`src/rtl/multicycle_control_pkg.sv`:
```
// Shared control encodings: opcodes, FSM state codes, ALU op and mux selects.
// Reused by both the multicycle and the single-cycle control units.
package multicycle_control_pkg;

    localparam logic [6:0] OPC_R      = 7'h33;
    localparam logic [6:0] OPC_I      = 7'h13;
    localparam logic [6:0] OPC_LOAD   = 7'h03;
    localparam logic [6:0] OPC_STORE  = 7'h23;
    localparam logic [6:0] OPC_BRANCH = 7'h63;
    localparam logic [6:0] OPC_JAL    = 7'h6F;
    localparam logic [6:0] OPC_JALR   = 7'h67;
    localparam logic [6:0] OPC_LUI    = 7'h37;

    localparam logic [3:0] S_IDLE     = 4'd0;
    localparam logic [3:0] S_FETCH    = 4'd1;
    localparam logic [3:0] S_DECODE   = 4'd2;
    localparam logic [3:0] S_EXEC_R   = 4'd3;
    localparam logic [3:0] S_EXEC_I   = 4'd4;
    localparam logic [3:0] S_MEM_ADDR = 4'd5;
    localparam logic [3:0] S_MEM_RD   = 4'd6;
    localparam logic [3:0] S_MEM_WR   = 4'd7;
    localparam logic [3:0] S_WB_MEM   = 4'd8;
    localparam logic [3:0] S_WB_ALU   = 4'd9;
    localparam logic [3:0] S_BRANCH   = 4'd10;
    localparam logic [3:0] S_JAL      = 4'd11;
    localparam logic [3:0] S_JALR     = 4'd12;
    localparam logic [3:0] S_LUI      = 4'd13;
    localparam logic [3:0] S_TRAP     = 4'd14;

    localparam logic [2:0] ALU_R   = 3'b000;
    localparam logic [2:0] ALU_I   = 3'b001;
    localparam logic [2:0] ALU_U   = 3'b010;
    localparam logic [2:0] ALU_B   = 3'b100;
    localparam logic [2:0] ALU_J   = 3'b101;
    localparam logic [2:0] ALU_PC4 = 3'b110;

    localparam logic [1:0] SRCA_PC   = 2'b00;
    localparam logic [1:0] SRCA_RS1  = 2'b01;
    localparam logic [1:0] SRCA_ZERO = 2'b10;
    localparam logic [1:0] SRCB_RS2  = 2'b00;
    localparam logic [1:0] SRCB_IMM  = 2'b01;
    localparam logic [1:0] SRCB_FOUR = 2'b10;

    localparam logic [1:0] PCS_ALU  = 2'b00;
    localparam logic [1:0] PCS_TGT  = 2'b01;
    localparam logic [1:0] PCS_TRAP = 2'b10;

    function automatic logic [3:0] decode_next(input logic [6:0] op);
        case (op)
            OPC_R:              return S_EXEC_R;
            OPC_I:              return S_EXEC_I;
            OPC_LOAD,
            OPC_STORE:          return S_MEM_ADDR;
            OPC_BRANCH:         return S_BRANCH;
            OPC_JAL:            return S_JAL;
            OPC_JALR:           return S_JALR;
            OPC_LUI:            return S_LUI;
            default:            return S_TRAP;
        endcase
    endfunction

endpackage

```
`src/rtl/multicycle_control_mem_wait_timer.sv`:
```
// Memory wait counter: flags expiry on the cycle the limit would be reached.
module mem_wait_timer (
    input  logic       clk,
    input  logic       reset,
    input  logic       clear,
    input  logic       count,
    input  logic [7:0] limit,
    output logic       expired
);

    logic [7:0] cnt;

    always_ff @(posedge clk or negedge reset) begin
        if (!reset)
            cnt <= 8'd0;
        else if (clear)
            cnt <= 8'd0;
        else if (count)
            cnt <= cnt + 8'd1;
    end

    assign expired = count && (cnt >= limit - 8'd1);

endmodule

```
`src/rtl/multicycle_control.sv`:
```
// Multicycle RV32 control FSM with memory handshake timeout and trap.
module multicycle_control
    import multicycle_control_pkg::*;
#(
    parameter int unsigned MEM_TIMEOUT = 15
) (
    input  logic       clk,
    input  logic       reset,
    input  logic [6:0] OP_i,
    input  logic       Branch_Taken_i,
    input  logic       Mem_Ready_i,
    output logic       PC_Write_o,
    output logic       IR_Write_o,
    output logic       IorD_o,
    output logic       Mem_Read_o,
    output logic       Mem_Write_o,
    output logic       Reg_Write_o,
    output logic       Mem_to_Reg_o,
    output logic [1:0] ALU_Src_A_o,
    output logic [1:0] ALU_Src_B_o,
    output logic [2:0] ALU_Op_o,
    output logic [1:0] PC_Src_o,
    output logic       Illegal_o,
    output logic [3:0] State_o
);

    logic [3:0] state;
    logic [3:0] next;
    logic [6:0] op_q;
    logic       armed;
    logic       waiting;
    logic       expired;

    assign waiting = (state == S_FETCH) || (state == S_MEM_RD)
                  || (state == S_MEM_WR);

    mem_wait_timer u_timer (
        .clk     (clk),
        .reset   (reset),
        .clear   (next != state),
        .count   (waiting && !Mem_Ready_i),
        .limit   (8'(MEM_TIMEOUT)),
        .expired (expired)
    );

    // IDLE is held through the first edge after reset release.
    always_ff @(posedge clk or negedge reset) begin
        if (!reset) begin
            state <= S_IDLE;
            op_q  <= 7'd0;
            armed <= 1'b0;
        end else begin
            state <= next;
            armed <= 1'b1;
            if (state == S_DECODE)
                op_q <= OP_i;
        end
    end

    always_comb begin
        next = state;
        case (state)
            S_IDLE:     if (armed) next = S_FETCH;
            S_FETCH:    if (Mem_Ready_i) next = S_DECODE;
                        else if (expired) next = S_TRAP;
            S_DECODE:   next = decode_next(OP_i);
            S_EXEC_R,
            S_EXEC_I:   next = S_WB_ALU;
            S_MEM_ADDR: next = (op_q == OPC_LOAD) ? S_MEM_RD : S_MEM_WR;
            S_MEM_RD:   if (Mem_Ready_i) next = S_WB_MEM;
                        else if (expired) next = S_TRAP;
            S_MEM_WR:   if (Mem_Ready_i) next = S_FETCH;
                        else if (expired) next = S_TRAP;
            default:    next = S_FETCH;
        endcase
    end

    always_comb begin
        PC_Write_o   = 1'b0;
        IR_Write_o   = 1'b0;
        IorD_o       = 1'b0;
        Mem_Read_o   = 1'b0;
        Mem_Write_o  = 1'b0;
        Reg_Write_o  = 1'b0;
        Mem_to_Reg_o = 1'b0;
        ALU_Src_A_o  = SRCA_PC;
        ALU_Src_B_o  = SRCB_RS2;
        ALU_Op_o     = ALU_R;
        PC_Src_o     = PCS_ALU;
        Illegal_o    = 1'b0;
        case (state)
            S_FETCH: begin
                Mem_Read_o  = 1'b1;
                ALU_Src_B_o = SRCB_FOUR;
                ALU_Op_o    = ALU_PC4;
                IR_Write_o  = Mem_Ready_i;
                PC_Write_o  = Mem_Ready_i;
            end
            S_DECODE: begin
                ALU_Src_B_o = SRCB_IMM;
                ALU_Op_o    = ALU_PC4;
            end
            S_EXEC_R: ALU_Src_A_o = SRCA_RS1;
            S_EXEC_I, S_MEM_ADDR: begin
                ALU_Src_A_o = SRCA_RS1;
                ALU_Src_B_o = SRCB_IMM;
                ALU_Op_o    = ALU_I;
            end
            S_MEM_RD: begin
                IorD_o     = 1'b1;
                Mem_Read_o = 1'b1;
            end
            S_MEM_WR: begin
                IorD_o      = 1'b1;
                Mem_Write_o = 1'b1;
            end
            S_WB_MEM: begin
                Reg_Write_o  = 1'b1;
                Mem_to_Reg_o = 1'b1;
            end
            S_WB_ALU: Reg_Write_o = 1'b1;
            S_BRANCH: begin
                ALU_Src_A_o = SRCA_RS1;
                ALU_Op_o    = ALU_B;
                PC_Write_o  = Branch_Taken_i;
                PC_Src_o    = PCS_TGT;
            end
            S_JAL: begin
                PC_Write_o  = 1'b1;
                PC_Src_o    = PCS_TGT;
                Reg_Write_o = 1'b1;
                ALU_Op_o    = ALU_J;
            end
            S_JALR: begin
                ALU_Src_A_o = SRCA_RS1;
                ALU_Src_B_o = SRCB_IMM;
                ALU_Op_o    = ALU_I;
                PC_Write_o  = 1'b1;
                Reg_Write_o = 1'b1;
            end
            S_LUI: begin
                ALU_Src_A_o = SRCA_ZERO;
                ALU_Src_B_o = SRCB_IMM;
                ALU_Op_o    = ALU_U;
                Reg_Write_o = 1'b1;
            end
            S_TRAP: begin
                Illegal_o  = 1'b1;
                PC_Write_o = 1'b1;
                PC_Src_o   = PCS_TRAP;
            end
            default: ;
        endcase
    end

    assign State_o = state;

endmodule

```
`config.mk`:
```
export PLATFORM = sky130hd
export DESIGN_NAME = multicycle_control
export DESIGN_NICKNAME = d
export VERILOG_FILES = /design/src/rtl/multicycle_control_pkg.sv /design/src/rtl/multicycle_control_mem_wait_timer.sv /design/src/rtl/multicycle_control.sv
export SDC_FILE = /design/constraint.sdc
export NUM_CORES = 1
export LEC_CHECK = 0
export CORE_UTILIZATION = 50
export CTS_CLUSTER_SIZE = 14
export DETAILED_ROUTE_END_ITERATION = 8
export PLACE_DENSITY = 0.9
export SLEW_MARGIN = 30
export SYNTH_ARGS = -nofsm -noshare
export SYNTH_HDL_FRONTEND = slang
export SYNTH_SLANG_ARGS = --single-unit
export TNS_END_PERCENT = 50
```
`constraint.sdc`:
```
create_clock -name clk -period 2.6 [get_ports clk]
set_input_delay 0.52 -clock clk [delete_from_list [all_inputs] [get_ports clk]]
set_output_delay 0.52 -clock clk [all_outputs]
set_load 0.1 [all_outputs]
```
==> impl_metrics.json <==
{
  "slowest_delay_ps": 590,
  "cp.arrival_ps": 1930,
  "clockBufferDepth": 2,
  "synth_seq_cells": 20,
  "fin_crit_sh": 0.940,
  "area_delta_synth_final_pct": 41.2,
  "async_reset_ff_frac": 1.00,
  "final_common_cell": "nand2_1",
  "totalWireLength_mm": 3.31,
  "grt_pass1_wl_mm": 5.35,
  "seq_area_frac_synth": 0.359,
  "place.gp.congestion": 0.808,
  "clock_skew_ps": 13.0,
  "crit_fanout": 17,
  "first_pass_iters": 4,
  "die_area_um2": 3000,
  "worstSetupEndpointType": "primary output",
  "status": "completed",
  "cp-start-kind": "register",
  "worst_path_max_delay_cell": "or4b_4",
  "syn-instance-count": 172,
  "boundaryPins": 32,
  "finalSetupViolCount": 0,
  "cts_root_buf": "clkbuf_4",
  "die_x_um": 54.8,
  "critical_path_required_ps": 2080,
  "dieHeight_um": 54.8,
  "final_cell_count_no_fill": 232,
  "vias": 1332,
  "via_per_inst": 5.74,
  "placed_cells": 228,
  "grt_overflow": 0,
  "layout_common_cells": "nand2_1 (37), nor2_1 (19), dfrtp_1 (16), buf_12 (14), buf_4 (12)",
  "ys.warnings.count": 0,
  "hold_class": "reg2reg",
  "fmax_ghz": 0.409,
  "initial_utilization": 0.548,
  "worstPathCellList": "buf_4, or4b_4, nand2_1, buf_12",
  "synth.net_count": 185,
  "finalMaxSlewViolations": 0,
  "tightest_slew_ps": 622,
  "antenna_left": 0,
  "portBuffers": 31,
  "clock_sinks": 20,
  "period_minus_slack_ps": 2450,
  "min_from": "op_q[6]$_DFFE_PN0P_",
  "antenna_found_initial": 0,
  "wl_per_cell_um": 14.3,
  "cts_buffers": 3,
  "syn_area_um2": 1390,
  "synth_cell_types": 45,
  "n_antenna_cell": 0,
  "gr-usage-all-layers": 0.259,
  "rows": 18,
  "path_class": "reg2out",
  "ys.flop_type": "dfrtp_1",
  "slew_headroom": 0.583,
  "hold_violations": 0,
  "rsz0062_at_grt": "false",
  "h-tree-depth": 1,
  "drt_iter0_drc": 59,
  "synth_edf_count": 0,
  "hpwlAfterDp_mm": 2.58,
  "insertion_delay_ps": 320,
  "clkTransAtPathRegs_ps": 110,
  "postCtsSetupBuffers": 0,
  "drc": 0,
  "synth.avg_cell_area_um2": 8.10,
  "nFillCells": 164,
  "first_global_vias": 1194,
  "worstReg2RegStart": "State_o[2]$_DFF_PN0_",
  "tritoncts": "done",
  "drive_gt1_frac": 0.262,
  "fin_nets": 216,
  "finalSetupTns_ps": 0,
  "maxCapViolCount": 0,
  "yosys.area.top_type_share": 0.359,
  "yosysTopAreaCell": "dfrtp_1",
  "startpoint": "State_o[1]$_DFF_PN0_",
  "core_um2": 2540,
  "postCtsHoldBufs": 0,
  "ys_top_cells_by_area": "dfrtp_1 (36%), nand2_1 (11%), nor2_1 (5.9%)",
  "grt_max_degree": 23,
  "hold_ws_ps": 485,
  "cts-resized-gates": 0
}
## routing by layer
layer,share of wire,track usage,vias to the layer above
met5,0,0,-
met4,0.021,0.137,0
met3,0.046,0.0306,5
met2,0.50,0.444,53
met1,0.44,0.313,612
li1,-,-,662
## per-stage QoR
stage / area (um^2) / worst slack, ps / utilization
2_1_floorplan: 1520 / -286 / -
3_3_place_gp: 1940 / 242 / 0.763
3_5_place_dp: 1940 / 152 / 0.763
4_1_cts: 1970 / 173 / 0.773
5_1_grt: 1970 / 107 / 0.773
6_report: 1970 / 155 / 0.773
## area by class of cell
cell class                 instances  area, um^2  share of cell area
clock buffer                       4        26.3              0.0134
inverter                           6        31.3              0.0159
multi-input combinational        136         887               0.451
sequential                        20         515               0.262
tap                               30        37.5              0.0191
timing repair buffer              36         470               0.239
## registers in the layout, indices dropped and copies added, names as in the netlist
signal / cells
u_timer.cnt: 8
op_q: 7
State_o: 4
armed: 1
## synth_stat cells (2+ instances only)
library cell  instances
and3_1                5
dfrtp_1              20
xnor2_1               2
xor2_1                8
clkbuf_1              5
nand4_1               4
buf_4                 3
inv_1                 6
a21oi_1               6
ha_1                  2
nand2_1              40
a311o_1               2
nand3_1               2
nor3_1                4
a211oi_1              4
o21ai_0               9
nor2_1               22
## cells by family (layout without fill, tap and decap cells)
kind of cell | count (synthesis) | in the layout | synth area share
buffers and inverters | 16 | 46 | 0.0574
AO/OA/AOI/OAI | 33 | 33 | 0.179
flip-flops | 20 | 20 | 0.359
adder cells (fa/ha/maj) | 2 | 2 | 0.0180
AND/OR/NAND/NOR | 89 | 89 | 0.314
other | 1 | 1 | 0.00269
XOR/XNOR | 10 | 10 | 0.0628
multiplexers | 1 | 1 | 0.00718
## final timing paths
kind / slack (ps) / end / cells past startpoint
min in group asynchronous: 520 / State_o[1]$_DFF_PN0_ / 1
max in group asynchronous: 1540 / u_timer.cnt[2]$_DFFE_PN0P_ / 2
min reg2reg: 490 / op_q[6]$_DFFE_PN0P_ / 2
max reg2reg: 360 / State_o[2]$_DFF_PN0_ / 5
max: 150 / ALU_Src_B_o[0] / 4
min: 490 / op_q[6]$_DFFE_PN0P_ / 2
## worst max-delay path, delay by kind of cell, from the launching register on
family / cells / cell delay [ps]
buffers and inverters: 2 / 410
and+or+nand+nor: 2 / 760
DFF: 1 / 440
Power is left out: the tool's default activity adds up to more than one toggle a clock period on the data nets, which glitch-free logic cannot reach.
